--- config.mk ---
export PLATFORM = sky130hd
export DESIGN_NAME = uparc_fetch
export DESIGN_NICKNAME = d
export VERILOG_FILES = /design/src/rtl/uparc_fetch_pkg.sv /design/src/rtl/uparc_fetch_pcsel.sv /design/src/rtl/uparc_fetch.sv
export SDC_FILE = /design/constraint.sdc
export NUM_CORES = 1
export LEC_CHECK = 0
export CORE_UTILIZATION = 52
export DETAILED_ROUTE_END_ITERATION = 7
export PLACE_DENSITY_LB_ADDON = 0.3
export SLEW_MARGIN = 20
export SYNTH_ARGS = -nofsm -noshare
export SYNTH_HDL_FRONTEND = slang
export SYNTH_HIERARCHICAL = 1
export SYNTH_SLANG_ARGS = --single-unit
--- constraint.sdc ---
create_clock -name clk -period 3.65 [get_ports clk]
set_clock_uncertainty 0.05 [all_clocks]
set_input_delay 1.095 -clock clk [delete_from_list [all_inputs] [get_ports clk]]
set_output_delay 1.095 -clock clk [all_outputs]
set_load 0.005 [all_outputs]
--- src/rtl/uparc_fetch_pkg.sv ---
// uparc_fetch_pkg: shared widths, NOP word and fetch FSM state encodings
//   UPARC_ADDR_WIDTH / UPARC_INSTR_WIDTH : bus address / instruction widths
//   UPARC_NOP                            : word handed to decode when nothing real is held
//   fetch_state_t                        : FETCH (issue read), WAIT (read in flight), HOLD (word held for decode)
package uparc_fetch_pkg;
  localparam int UPARC_ADDR_WIDTH = 32;
  localparam int UPARC_INSTR_WIDTH = 32;
  localparam logic [UPARC_INSTR_WIDTH-1:0] UPARC_NOP = '0;
  typedef enum logic [1:0] {
    ST_FETCH = 2'd0,
    ST_WAIT  = 2'd1,
    ST_HOLD  = 2'd2
  } fetch_state_t;
endpackage

--- src/rtl/uparc_fetch_pcsel.sv ---
// uparc_fetch_pcsel: next-PC selection for the fetch stage
//   clk, nrst     : clock, asynchronous active-low reset
//   pc            : current fetch PC
//   jump_valid    : jump pulse, jump_addr is latched as a pending redirect
//   except_start  : exception pulse, wins over everything and drops any pending jump
//   except_vect   : exception vector
//   advance       : decode took the held word this cycle
//   next_pc       : except_vect > pending jump > pc+4 (wraps silently)
//   pc_load       : pc must take next_pc this cycle
module uparc_fetch_pcsel
  import uparc_fetch_pkg::*;
(
  input  logic                        clk,
  input  logic                        nrst,
  input  logic [UPARC_ADDR_WIDTH-1:0] pc,
  input  logic                        jump_valid,
  input  logic [UPARC_ADDR_WIDTH-1:0] jump_addr,
  input  logic                        except_start,
  input  logic [UPARC_ADDR_WIDTH-1:0] except_vect,
  input  logic                        advance,
  output logic [UPARC_ADDR_WIDTH-1:0] next_pc,
  output logic                        pc_load
);
  logic                        pend_vld;
  logic [UPARC_ADDR_WIDTH-1:0] pend_addr;
  // A jump arriving in the same cycle as an advance is kept for the following advance,
  // since the advance already uses the previously registered target.
  always_ff @(posedge clk or negedge nrst) begin
    if (!nrst) begin
      pend_vld  <= 1'b0;
      pend_addr <= '0;
    end else if (except_start) begin
      pend_vld <= 1'b0;
    end else if (jump_valid) begin
      pend_vld  <= 1'b1;
      pend_addr <= jump_addr;
    end else if (advance) begin
      pend_vld <= 1'b0;
    end
  end
  assign next_pc = except_start ? except_vect : pend_vld ? pend_addr : pc + UPARC_ADDR_WIDTH'(4);
  assign pc_load = except_start | advance;
endmodule

--- src/rtl/uparc_fetch.sv ---
// uparc_fetch: instruction fetch stage, owns the PC and the instruction bus read handshake
//   Build option UPARC_FETCH_ALIGN_CHECK_EN: when defined, a misaligned PC raises o_addr_error
//   instead of issuing a read; when undefined, the bus address low bits are forced to zero.
// Ports
//   clk, nrst                               : clock, asynchronous active-low reset
//   i_exec_stall, i_mem_stall, i_wait_stall : downstream stalls holding the current word
//   o_fetch_stall                           : 1 while no valid word is held for decode
//   i_jump_valid, i_jump_addr               : jump redirect, taken at the next advance
//   i_except_start, i_except_vect           : exception redirect, immediate
//   o_instr, o_pc                           : word presented to decode and its PC
//   o_bus_error, o_addr_error               : one-cycle fetch fault pulses
//   o_ibus_addr, o_ibus_rd                  : read request, held until i_ibus_rdc
//   i_ibus_rdc, i_ibus_data, i_ibus_err     : read completion, data and error
module uparc_fetch
  import uparc_fetch_pkg::*;
#(
  parameter logic [UPARC_ADDR_WIDTH-1:0] RESET_PC = 32'hBFC0_0000
) (
  input  logic                         clk,
  input  logic                         nrst,
  input  logic                         i_exec_stall,
  input  logic                         i_mem_stall,
  input  logic                         i_wait_stall,
  output logic                         o_fetch_stall,
  input  logic                         i_jump_valid,
  input  logic [UPARC_ADDR_WIDTH-1:0]  i_jump_addr,
  input  logic                         i_except_start,
  input  logic [UPARC_ADDR_WIDTH-1:0]  i_except_vect,
  output logic [UPARC_INSTR_WIDTH-1:0] o_instr,
  output logic [UPARC_ADDR_WIDTH-1:0]  o_pc,
  output logic                         o_bus_error,
  output logic                         o_addr_error,
  output logic [UPARC_ADDR_WIDTH-1:0]  o_ibus_addr,
  output logic                         o_ibus_rd,
  input  logic                         i_ibus_rdc,
  input  logic [UPARC_INSTR_WIDTH-1:0] i_ibus_data,
  input  logic                         i_ibus_err
);
  fetch_state_t                state, state_d;
  logic [UPARC_ADDR_WIDTH-1:0] pc, next_pc, fetch_addr;
  logic                        pc_load, discard, misalign, other_stall;
  logic                        in_fetch, in_wait, in_hold;
  logic                        rd_done, take, issue, addr_fault, advance;
`ifdef UPARC_FETCH_ALIGN_CHECK_EN
  assign misalign   = |pc[1:0];
  assign fetch_addr = pc;
`else
  assign misalign   = 1'b0;
  assign fetch_addr = {pc[UPARC_ADDR_WIDTH-1:2], 2'b00};
`endif
  assign other_stall   = i_exec_stall | i_mem_stall | i_wait_stall;
  assign in_fetch      = state == ST_FETCH;
  assign in_wait       = state == ST_WAIT;
  assign in_hold       = state == ST_HOLD;
  assign o_fetch_stall = ~in_hold;
  assign rd_done       = in_wait & i_ibus_rdc;
  // Completion data is dropped if an exception arrived while the read was in flight
  // or arrives in the completion cycle itself.
  assign take          = rd_done & ~discard & ~i_except_start;
  assign issue         = in_fetch & ~i_except_start & ~misalign;
  assign addr_fault    = in_fetch & ~i_except_start & misalign;
  assign advance       = in_hold & ~other_stall & ~i_except_start;
  uparc_fetch_pcsel u_pcsel (
    .clk          (clk),
    .nrst         (nrst),
    .pc           (pc),
    .jump_valid   (i_jump_valid),
    .jump_addr    (i_jump_addr),
    .except_start (i_except_start),
    .except_vect  (i_except_vect),
    .advance      (advance),
    .next_pc      (next_pc),
    .pc_load      (pc_load)
  );
  always_comb begin
    state_d = state;
    state_d = in_fetch ? (i_except_start ? ST_FETCH : misalign ? ST_HOLD : ST_WAIT) :
              in_wait  ? (!i_ibus_rdc ? ST_WAIT : take ? ST_HOLD : ST_FETCH) :
              in_hold  ? ((i_except_start | ~other_stall) ? ST_FETCH : ST_HOLD) :
                         ST_FETCH;
  end
  always_ff @(posedge clk or negedge nrst) begin
    if (!nrst) state <= ST_FETCH;
    else state <= state_d;
  end
  always_ff @(posedge clk or negedge nrst) begin
    if (!nrst) begin
      pc           <= RESET_PC;
      o_pc         <= RESET_PC;
      o_instr      <= UPARC_NOP;
      o_ibus_rd    <= 1'b0;
      o_ibus_addr  <= '0;
      o_bus_error  <= 1'b0;
      o_addr_error <= 1'b0;
      discard      <= 1'b0;
    end else begin
      if (pc_load) pc <= next_pc;
      o_bus_error  <= take & i_ibus_err;
      o_addr_error <= addr_fault;
      discard      <= in_wait & ~i_ibus_rdc & (discard | i_except_start);
      if (issue) begin
        o_ibus_rd   <= 1'b1;
        o_ibus_addr <= fetch_addr;
      end else if (rd_done) begin
        o_ibus_rd <= 1'b0;
      end
      if (take) begin
        o_instr <= i_ibus_err ? UPARC_NOP : i_ibus_data;
        o_pc    <= pc;
      end else if (addr_fault) begin
        o_instr <= UPARC_NOP;
        o_pc    <= pc;
      end else if (i_except_start & ~in_wait) begin
        o_instr <= UPARC_NOP;
      end
    end
  end
endmodule

==> results of run 1 <==
-- cells by family after synthesis --
logic type	count (synthesis)
simple gates	89
other cells	1
fa+ha+maj	1
flops	164
buf+inv	40
mux	135
compound gates	95
xor+xnor	26
-- worst min path at each step --
| stage | endpoint | slack (ps) |
|---|---|---|
| 3_3_place_gp | o_ibus_addr[14] | 420 |
| 5_1_grt | o_pc[30] | 460 |
| 6_report | o_ibus_addr[9] | 440 |
| 4_1_cts | o_ibus_addr[9] | 450 |
| 3_5_place_dp | o_ibus_addr[6] | 430 |
| 2_1_floorplan | u_pcsel/pend_addr[20] | 430 |
-- state kept, by name, summed over array words and instances (netlist names) --
register,count
o_instr,32
o_pc,32
pc,32
u_pcsel/pend_addr,32
o_ibus_addr,30
state,2
discard,1
o_bus_error,1
o_ibus_rd,1
u_pcsel/pend_vld,1
-- report_power, final --
part           internal, W  switching (W)  total, W  leakage [nW]
combinational      0.00128       0.000645   0.00193          2.01
sequential         0.00239       0.000401   0.00279          2.00
clock              0.00125       0.000706   0.00196         0.320
-- critical path: stages (launching register included) --
cell and delay [ps]:
dfrtp_1 440, nand2b_1 200, clkdlybuf4s50_1 520
-- cells in the final DEF, fill, tap and decap left out, types with 15 or more instances in the layout --
master             n
a22o_1            32
mux2_4            20
o21ai_0           22
nand3_1           15
mux2_1            67
mux2_2            41
dfstp_2           18
clkbuf_16         17
nand2_1           22
clkdlybuf4s50_1  199
xor2_1            19
dfrtp_1          146
-- per-stage QoR --
| stage | util | std cells | worst slack, ps | area (µm²) | hold slack [ps] |
|---|---|---|---|---|---|
| final | 0.7524 | 941 | 927.3 | 10160 | 440.0 |
| after global placement | 0.7034 | 909 | 611.4 | 9499 | 418.8 |
| after detailed placement | 0.7034 | 909 | 518.6 | 9499 | 428.7 |
| after CTS | 0.7522 | 941 | 903.5 | 10160 | 445.7 |
| after global routing | 0.7524 | 941 | 827.1 | 10160 | 459.4 |
| after floorplan | - | 553 | 1152 | 7323 | 425.2 |
-- cell type report --
cell class	count	area (µm²)
flip-flops and latches	164	4126
fillers	865	3344
multi-input cells	349	3005
repair buffers	213	2123
clock buffers	20	456.7
well taps	176	220.2
clock inverters	12	202.7
inverters	7	26.28
-- routing by layer --
layer	track usage	wire, µm	vias to the layer above
li1	-	-	2411
met1	0.3229	7483	2565
met2	0.4181	8648	197
met3	0.05991	1064	23
met4	0.1165	324	0
met5	0	0	-
==> results.py, run 1 <==
metrics = {
    "floorplanning": {
        "core-area_mm2": 0.01351,
        "rows": 42,
        "initial_utilization": 0.5417,
        "die_w_um": 120.6,
        "io_pins": 205,
        "dieArea_mm2": 0.01455,
        "die_y_um": 120.6,
    },
    "cts": {
        "hold_buffers": 0,
        "cts_buffers": 17,
        "clock-sinks": 164,
        "cts_setup_buffers": 0,
        "ctsResizeCount": 0,
        "clk_latency_ps": 420,
        "clockRootBuffer": "clkbuf_16",
        "cts_tree": "yes",
        "clockBufferDepth": 2,
        "path_clk_slew_ps": 60,
        "cts-htree-levels": 4,
    },
    "synth": {
        "synthMuxAreaShare": 0.2169,
        "synth_top_family_by_area": "multiplexers",
        "syn-instance-count": 551,
        "syn_area_mm2": 0.007316,
        "synthAdderAreaFrac": 0.001710,
        "synth-compound-area-share": 0.09047,
        "ys_ff_latch": 164,
        "yosysTopAreaCell": "dfrtp_1",
        "synth-async-reset-ratio": 1.000,
        "synth-edff-count": 0,
        "yosysUniqueCellTypes": 51,
        "synth-xor-area-share": 0.03113,
        "yosys.area.top_type_share": 0.4994,
        "synthFlopType": "dfrtp_1",
        "synth_warnings": 6,
        "yosysMostFrequentCell": "dfrtp_1",
        "synth_common_cells": "dfrtp_1 (146), mux2_1 (67), mux2_2 (41)",
        "ys_top_cells_by_area": "dfrtp_1 (50%), mux2_1 (10%), dfstp_2 (6.5%), mux2_2 (6.3%), mux2_4 (4.1%)",
        "syn_area_per_cell_um2": 13.28,
        "ys_seq_area_frac": 0.5640,
        "synthSimpleGateAreaFrac": 0.06653,
    },
    "routing": {
        "route.vias.total": 5196,
        "drc_errors": 0,
        "antenna_left": 0,
        "initialDrtViolationCount": 216,
        "routed_via_density": 5.522,
        "wirelength_um": 17520,
        "firstDrtPassIters": 4,
        "drt-wirelength-per-cell_um": 18.62,
    },
    "critical_path": {
        "r2r-start": "pc[2]",
        "worstSetupStartpoint": "state[0]",
        "reg2reg_slack_ps": 1150,
        "cp-end-kind": "output port",
        "start_kind": "flop",
        "cp_max_fo": 6,
        "path_class": "reg2out",
        "worst_ep_arrival_time_ps": 1580,
        "worstRegToRegCells": 7,
        "r2r-end": "pc[30]",
        "required_ps": 2500,
        "crit_end": "o_fetch_stall",
    },
    "finish": {
        "areaGrowthSynthToFinish_pct": 38.89,
        "finalNetCount": 858,
        "antenna_cells": 0,
        "drive_above_1_share": 0.1817,
    },
    "placement": {
        "port_buffers": 201,
        "gp_congestion": 0.7714,
        "dp_hpwl_um": 12190,
    },
    "power": {
        "vdd_drop_max_uv": 465.6,
        "power_w": 0.006672,
        "power_leakage_nw": 4.331,
        "power.density_mw_per_mm2": 656.7,
    },
    "timing": {
        "timing.setup.tns_ps": 0,
        "min_period_over_period": 0.7459,
        "fmax_mhz": 367.3,
        "worstMarginPinSlew_ps": 795.0,
        "fin_crit_ps": 2723,
        "rsz0062_at_grt": "false",
        "relSlewSlack": 0.4700,
        "hold_violations": 0,
        "maxSlewViolCount": 0,
        "finalSetupViolations": 0,
    },
    "min_path": {
        "hold_path.startpoint": "o_ibus_addr[9]",
        "hp-class": "reg2reg",
        "hold_depth": 1,
    },
    "global_route": {
        "grt_pass1_vias": 5551,
        "grt_usage": 0.2556,
        "antenna_found_initial": 0,
        "grt_pass1_wl_um": 28500,
        "grt_overflow_total": 0,
        "grt_max_degree": 63,
    },
    "flow_run": {
        "cap_violations": 0,
    },
    "run_status": {
        "outcome": "finished, final reports clean",
    },
}
Note: power is estimated with default switching activity, not from simulation.
==> inputs of run 2 (changes only) <==
CORE_UTILIZATION = 48   (was 52)
clock period = 2.7 ns   (was 3.65 ns; I/O delays follow)
==> run 2 against run 1 <==
The run now ends with design-rule violations left. Sequential share of layout area decreased by 0.23 points. Design area rose by 0.58%. First-iteration DRC count grew 43%.
==> results.py, run 2 (synthesis gave the netlist of run 1 again) <==
metrics = {
    "timing": {
        "fmax_mhz": 398.2,
        "worstMarginPinSlew_ps": 826.1,
        "hold_violations": 0,
        "min_period_over_period": 0.9302,
        "rsz0062_at_grt": "false",
        "maxSlewViolCount": 0,
        "timing.setup.tns_ps": 0,
        "fin_crit_ps": 2511,
        "finalSetupViolations": 0,
        "relSlewSlack": 0.4472,
    },
    "placement": {
        "dp_hpwl_um": 12780,
        "gp_congestion": 0.7970,
        "place_area_mm2": 0.009614,
        "port_buffers": 201,
    },
    "power": {
        "swShare": 0.2646,
        "pwr-share-clk": 0.278,
        "power_w": 0.008840,
        "p_comb_frac": 0.298,
        "power.switching_w": 0.002339,
        "power.density_mw_per_mm2": 865.0,
        "internal_power_w": 0.006501,
        "power_leakage_nw": 4.354,
        "vdd_drop_max_uv": 463.5,
        "seqPwrFrac": 0.424,
    },
    "critical_path": {
        "cp_slowest_cell": "or3_1",
        "cp-end-kind": "flop",
        "r2r-start": "pc[2]",
        "required_ps": 2940,
        "worstSetupStartpoint": "pc[2]",
        "start_kind": "flop",
        "max_stage_delay_ps": 500,
        "path_class": "reg2reg",
        "cp_max_fo": 7,
        "worst_ep_arrival_time_ps": 2750,
        "path_delay_family": "simple AND/OR/NAND/NOR gates",
        "worst-path-buf-inv": 0,
        "crit_chain": "ha_1, nand4_2, or3_1, o31a_1, nor3_1, o21ai_1, mux2_1",
    },
    "routing": {
        "initialDrtViolationCount": 308,
        "route.vias.total": 5189,
        "routed_via_density": 5.416,
        "wirelength_um": 17740,
        "drc_errors": 20,
        "drt-wirelength-per-cell_um": 18.51,
        "antenna_left": 0,
        "firstDrtPassIters": 7,
    },
    "global_route": {
        "gr-usage-met2": 0.4000,
        "antenna_found_initial": 0,
        "grt_overflow_total": 0,
        "grt-busiest-layer": "met2",
        "met1_usage": 0.3023,
        "grt.met3_usage": 0.05605,
        "grt_usage": 0.2376,
        "grt_pass1_vias": 5456,
        "grt_max_degree": 58,
        "grt_pass1_wl_um": 28910,
    },
    "floorplanning": {
        "dieArea_mm2": 0.01574,
        "die_y_um": 125.5,
        "initial_utilization": 0.4977,
        "io_pins": 205,
        "core-area_mm2": 0.01470,
        "die_w_um": 125.5,
        "rows": 44,
    },
    "finish": {
        "stdcell_area_mm2": 0.01022,
        "areaGrowthSynthToFinish_pct": 39.70,
        "antenna_cells": 0,
        "finalNetCount": 867,
        "final_cell_mix": "clkdlybuf4s50_1 (199), dfrtp_1 (146), mux2_1 (67), mux2_2 (41), a22o_1 (32)",
        "final_common_cell": "clkdlybuf4s50_1",
        "drive_above_1_share": 0.1873,
    },
    "cts": {
        "ctsResizeCount": 0,
        "cts_tree": "yes",
        "clockBufferDepth": 2,
        "cts_setup_buffers": 0,
        "clockRootBuffer": "clkbuf_16",
        "cts-htree-levels": 4,
        "hold_buffers": 0,
        "cts_buffers": 17,
        "path_clk_slew_ps": 60,
        "clk_latency_ps": 420,
        "clock-sinks": 164,
    },
    "run_status": {
        "violations": "design-rule violations",
        "outcome": "finished with violations",
    },
    "min_path": {
        "hp-class": "in2async",
    },
    "flow_run": {
        "cap_violations": 0,
    },
}
## run 2: changes by cell type in the layout (fill, tap and decap cells not counted), sizes merged
| cell | change |
|---|---|
| clkinvlp | +2 |
| buf | +9 |
| clkbuf | +3 |
| clkinv | -3 |
| bufinv | -2 |
## run 2: path summary, 6_finish.rpt
kind / cells past startpoint / to / slack, ps
worst max register to register: 7 / pc[20] / 190
worst min register to register: 1 / o_ibus_addr[28] / 440
min in group clk: 1 / o_ibus_addr[28] / 440
worst min-delay path: 1 / o_ibus_addr[12] / 280
max in group asynchronous: 2 / o_instr[3] / 1480
worst max-delay path: 7 / pc[20] / 190
## run 2: stage by stage
step,util,hold slack (ps),setup WS (ps),instances
after CTS,0.6953,310.7,190.8,958
after global placement,0.6541,419.9,90.12,926
after floorplan,-,425.2,486.8,553
after detailed placement,0.6541,425.1,55.53,926
after global routing,0.6953,331.9,83.87,958
final,0.6953,284.7,188.5,958
## run 2: area by class of cell
class / instances / area, µm²
clock buffer: 23 / 478.0
clock inverter: 9 / 127.6
fill: 1037 / 4479
inverter: 7 / 26.28
multi-input combinational: 349 / 3003
sequential: 164 / 4126
tap: 184 / 230.2
timing repair buffer: 222 / 2228
## run 2: routing by layer
metal / up-vias / share of wire
li1: 2428 / -
met1: 2584 / 0.43
met2: 163 / 0.51
met3: 14 / 0.052
met4: 0 / 0.010
met5: - / 0
## run 2: power by group through the flow
stage | sequential (W) | clock, W | combinational (W)
finish | 0.00375 | 0.00246 | 0.00264
global route | 0.00385 | 0.00262 | 0.00282
CTS | 0.00375 | 0.00251 | 0.00267
detailed placement | 0.00378 | 0 | 0.00265
global placement | 0.00374 | 0 | 0.00257
floorplan | 0.00371 | 0 | 0.00108
==> inputs of run 3 (changes only) <==
CORE_UTILIZATION = 40   (was 48)
clock period = 2.05 ns   (was 2.7 ns; I/O delays follow)
==> run 3 against run 2 <==
The run now ends clean. Clock power rose by 25%. Power up 32%. Global-route usage shrank 3.5 points. Register-to-register slack lost 140 ps. Final cell count rose by 8.8%. Die area grew 20%. First-iteration DRC count fell by 28%. Worst hold slack worse by 200 ps. Maximum frequency up 25%. Via count up 3.1%. Design area rose by 4.8%. Critical path type unchanged. Critical endpoint is now pc[23]. Largest power group unchanged.
==> results.py, run 3 (synthesis gave the netlist of run 1 again) <==
metrics = {
    "run_status": {
        "outcome": "finished, final reports clean",
    },
    "floorplanning": {
        "die_w_um": 137.2,
        "rows": 49,
        "die_y_um": 137.2,
        "io_pins": 205,
        "initial_utilization": 0.4073,
        "dieArea_mm2": 0.01883,
        "core-area_mm2": 0.01796,
    },
    "power": {
        "swShare": 0.2794,
        "power.switching_w": 0.003258,
        "pwr-share-clk": 0.264,
        "vdd_drop_max_uv": 634.0,
        "power_leakage_nw": 4.604,
        "internal_power_w": 0.008404,
        "seqPwrFrac": 0.414,
        "power.density_mw_per_mm2": 1089,
        "power_w": 0.01166,
        "p_comb_frac": 0.322,
    },
    "cts": {
        "clockRootBuffer": "clkbuf_16",
        "hold_buffers": 0,
        "clockBufferDepth": 2,
        "cts_tree": "yes",
        "clk_latency_ps": 420,
        "path_clk_slew_ps": 60,
        "cts-htree-levels": 4,
        "cts_buffers": 17,
        "clock-sinks": 164,
    },
    "placement": {
        "gp_congestion": 0.7471,
        "port_buffers": 201,
        "place_area_mm2": 0.01005,
        "dp_cells": 1007,
        "dp_hpwl_um": 13530,
    },
    "timing": {
        "fin_crit_ps": 2002,
        "whs_ps": 82.93,
        "finalSetupViolations": 0,
        "maxSlewViolCount": 0,
        "fmax_mhz": 499.5,
        "min_period_over_period": 0.9766,
        "rsz0062_at_grt": "true",
        "hold_violations": 0,
    },
    "finish": {
        "drive_above_1_share": 0.2472,
        "multi_input_area_mm2": 0.003088,
        "areaGrowthSynthToFinish_pct": 46.38,
        "stdcell_area_mm2": 0.01071,
        "final_common_cell": "clkdlybuf4s50_1",
        "finish.utilization": 0.5962,
        "finalNetCount": 906,
        "ff_latch_area_mm2": 0.004129,
        "final_cells": 1042,
        "antenna_cells": 0,
        "fill_cells": 1450,
        "final_cell_mix": "clkdlybuf4s50_1 (189), dfrtp_1 (144), mux2_1 (64), buf_4 (45), mux2_2 (41)",
    },
    "critical_path": {
        "cp_slowest_cell": "dfrtp_1",
        "cp-end-kind": "flop",
        "required_ps": 2350,
        "crit_chain": "buf_4, nand4_1, buf_4, nor4_4, buf_6, nand4_1, xor2_1, o21ai_1, mux2_1",
        "cp_max_fo": 10,
        "worst_ep_arrival_time_ps": 2300,
        "worst-path-buf-inv": 3,
        "start_kind": "flop",
        "max_stage_delay_ps": 400,
        "path_delay_family": "buffers and inverters",
        "path_class": "reg2reg",
    },
    "global_route": {
        "grt_max_degree": 48,
        "grt_pass1_vias": 5561,
        "antenna_found_initial": 0,
        "grt_pass1_wl_um": 28700,
        "grt_usage": 0.2026,
        "grt_overflow_total": 0,
    },
    "routing": {
        "initialDrtViolationCount": 222,
        "route.vias.total": 5349,
        "firstDrtPassIters": 4,
        "wirelength_um": 18190,
        "drt-wirelength-per-cell_um": 17.45,
        "antenna_left": 0,
        "routed_via_density": 5.133,
        "drc_errors": 0,
    },
    "flow_run": {
        "cap_violations": 0,
    },
    "min_path": {
        "hp-class": "in2async",
    },
}
-- run 3: cell types whose count changed in the layout (fill, tap and decap cells not counted), sizes merged --
cell / previous run / this run
clkinvlp: 3 / 4
bufinv: 3 / 1
clkbuf: 23 / 17
clkdlybuf4s50: 199 / 189
inv: 6 / 13
dlygate4sd2: 0 / 10
buf: 23 / 62
-- run 3: what timing repair did --
item                                    in CTS  in global routing
gates resized for setup                     13                 16
endpoints found under the setup margin      24                 31
setup buffers                                3                  0
endpoints found under the hold margin        0                  0
pin swaps                                    2                  4
-- run 3: path summary, 6_finish.rpt --
| path | cells after the start | start | slack, ps | endpoint |
|---|---|---|---|---|
| max in group asynchronous | 2 | nrst | 1210 | state[1] |
| setup / recovery | 9 | pc[2] | 50 | pc[23] |
| min in group clk | 1 | o_ibus_addr[7] | 440 | o_ibus_addr[7] |
| setup reg to reg | 9 | pc[2] | 50 | pc[23] |
| hold reg to reg | 1 | o_ibus_addr[7] | 440 | o_ibus_addr[7] |
| hold / removal | 1 | nrst | 80 | u_pcsel/pend_addr[12] |
-- run 3: area by class of cell --
class,count,area share
Inverter,7,0.002454
Clock inverter,15,0.01367
Timing Repair Buffer,261,0.2435
Clock buffer,17,0.03972
Sequential cell,164,0.3856
Multi-Input combinational cell,349,0.2884
Tap cell,229,0.02676
-- run 3: per-stage QoR --
| stage | worst slack [ps] | TNS [ps] |
|---|---|---|
| 3_3_place_gp | -463.7 | -18290 |
| 5_1_grt | -26.15 | -120.9 |
| 3_5_place_dp | -439.5 | -19210 |
| 4_1_cts | 14.67 | 0 |
| 6_report | 47.93 | 0 |
| 2_1_floorplan | 4.382 | 0 |
-- run 3: power by group through the flow --
stage               combinational, W  clock (W)  sequential, W
floorplan                    0.00143          0        0.00489
global placement             0.00371          0        0.00484
detailed placement           0.00381          0        0.00490
CTS                          0.00379    0.00316        0.00483
global route                 0.00407    0.00330        0.00495
finish                       0.00376    0.00308        0.00482
-- run 3: worst register-to-register path: stages (launching register included) --
cell and delay, ps:
dfrtp_1 400, buf_4 160, nand4_1 100, buf_4 180
nor4_4 140, buf_6 180, nand4_1 140, xor2_1 210
o21ai_1 80, mux2_1 290
-- run 3: layer usage --
metal | GRT usage | vias up | part of all wire
li1 | - | 2498 | -
met1 | 0.2533 | 2690 | 0.43
met5 | 0 | - | 0
met2 | 0.3488 | 148 | 0.51
met3 | 0.04415 | 13 | 0.052
met4 | 0.06349 | 0 | 0.0092
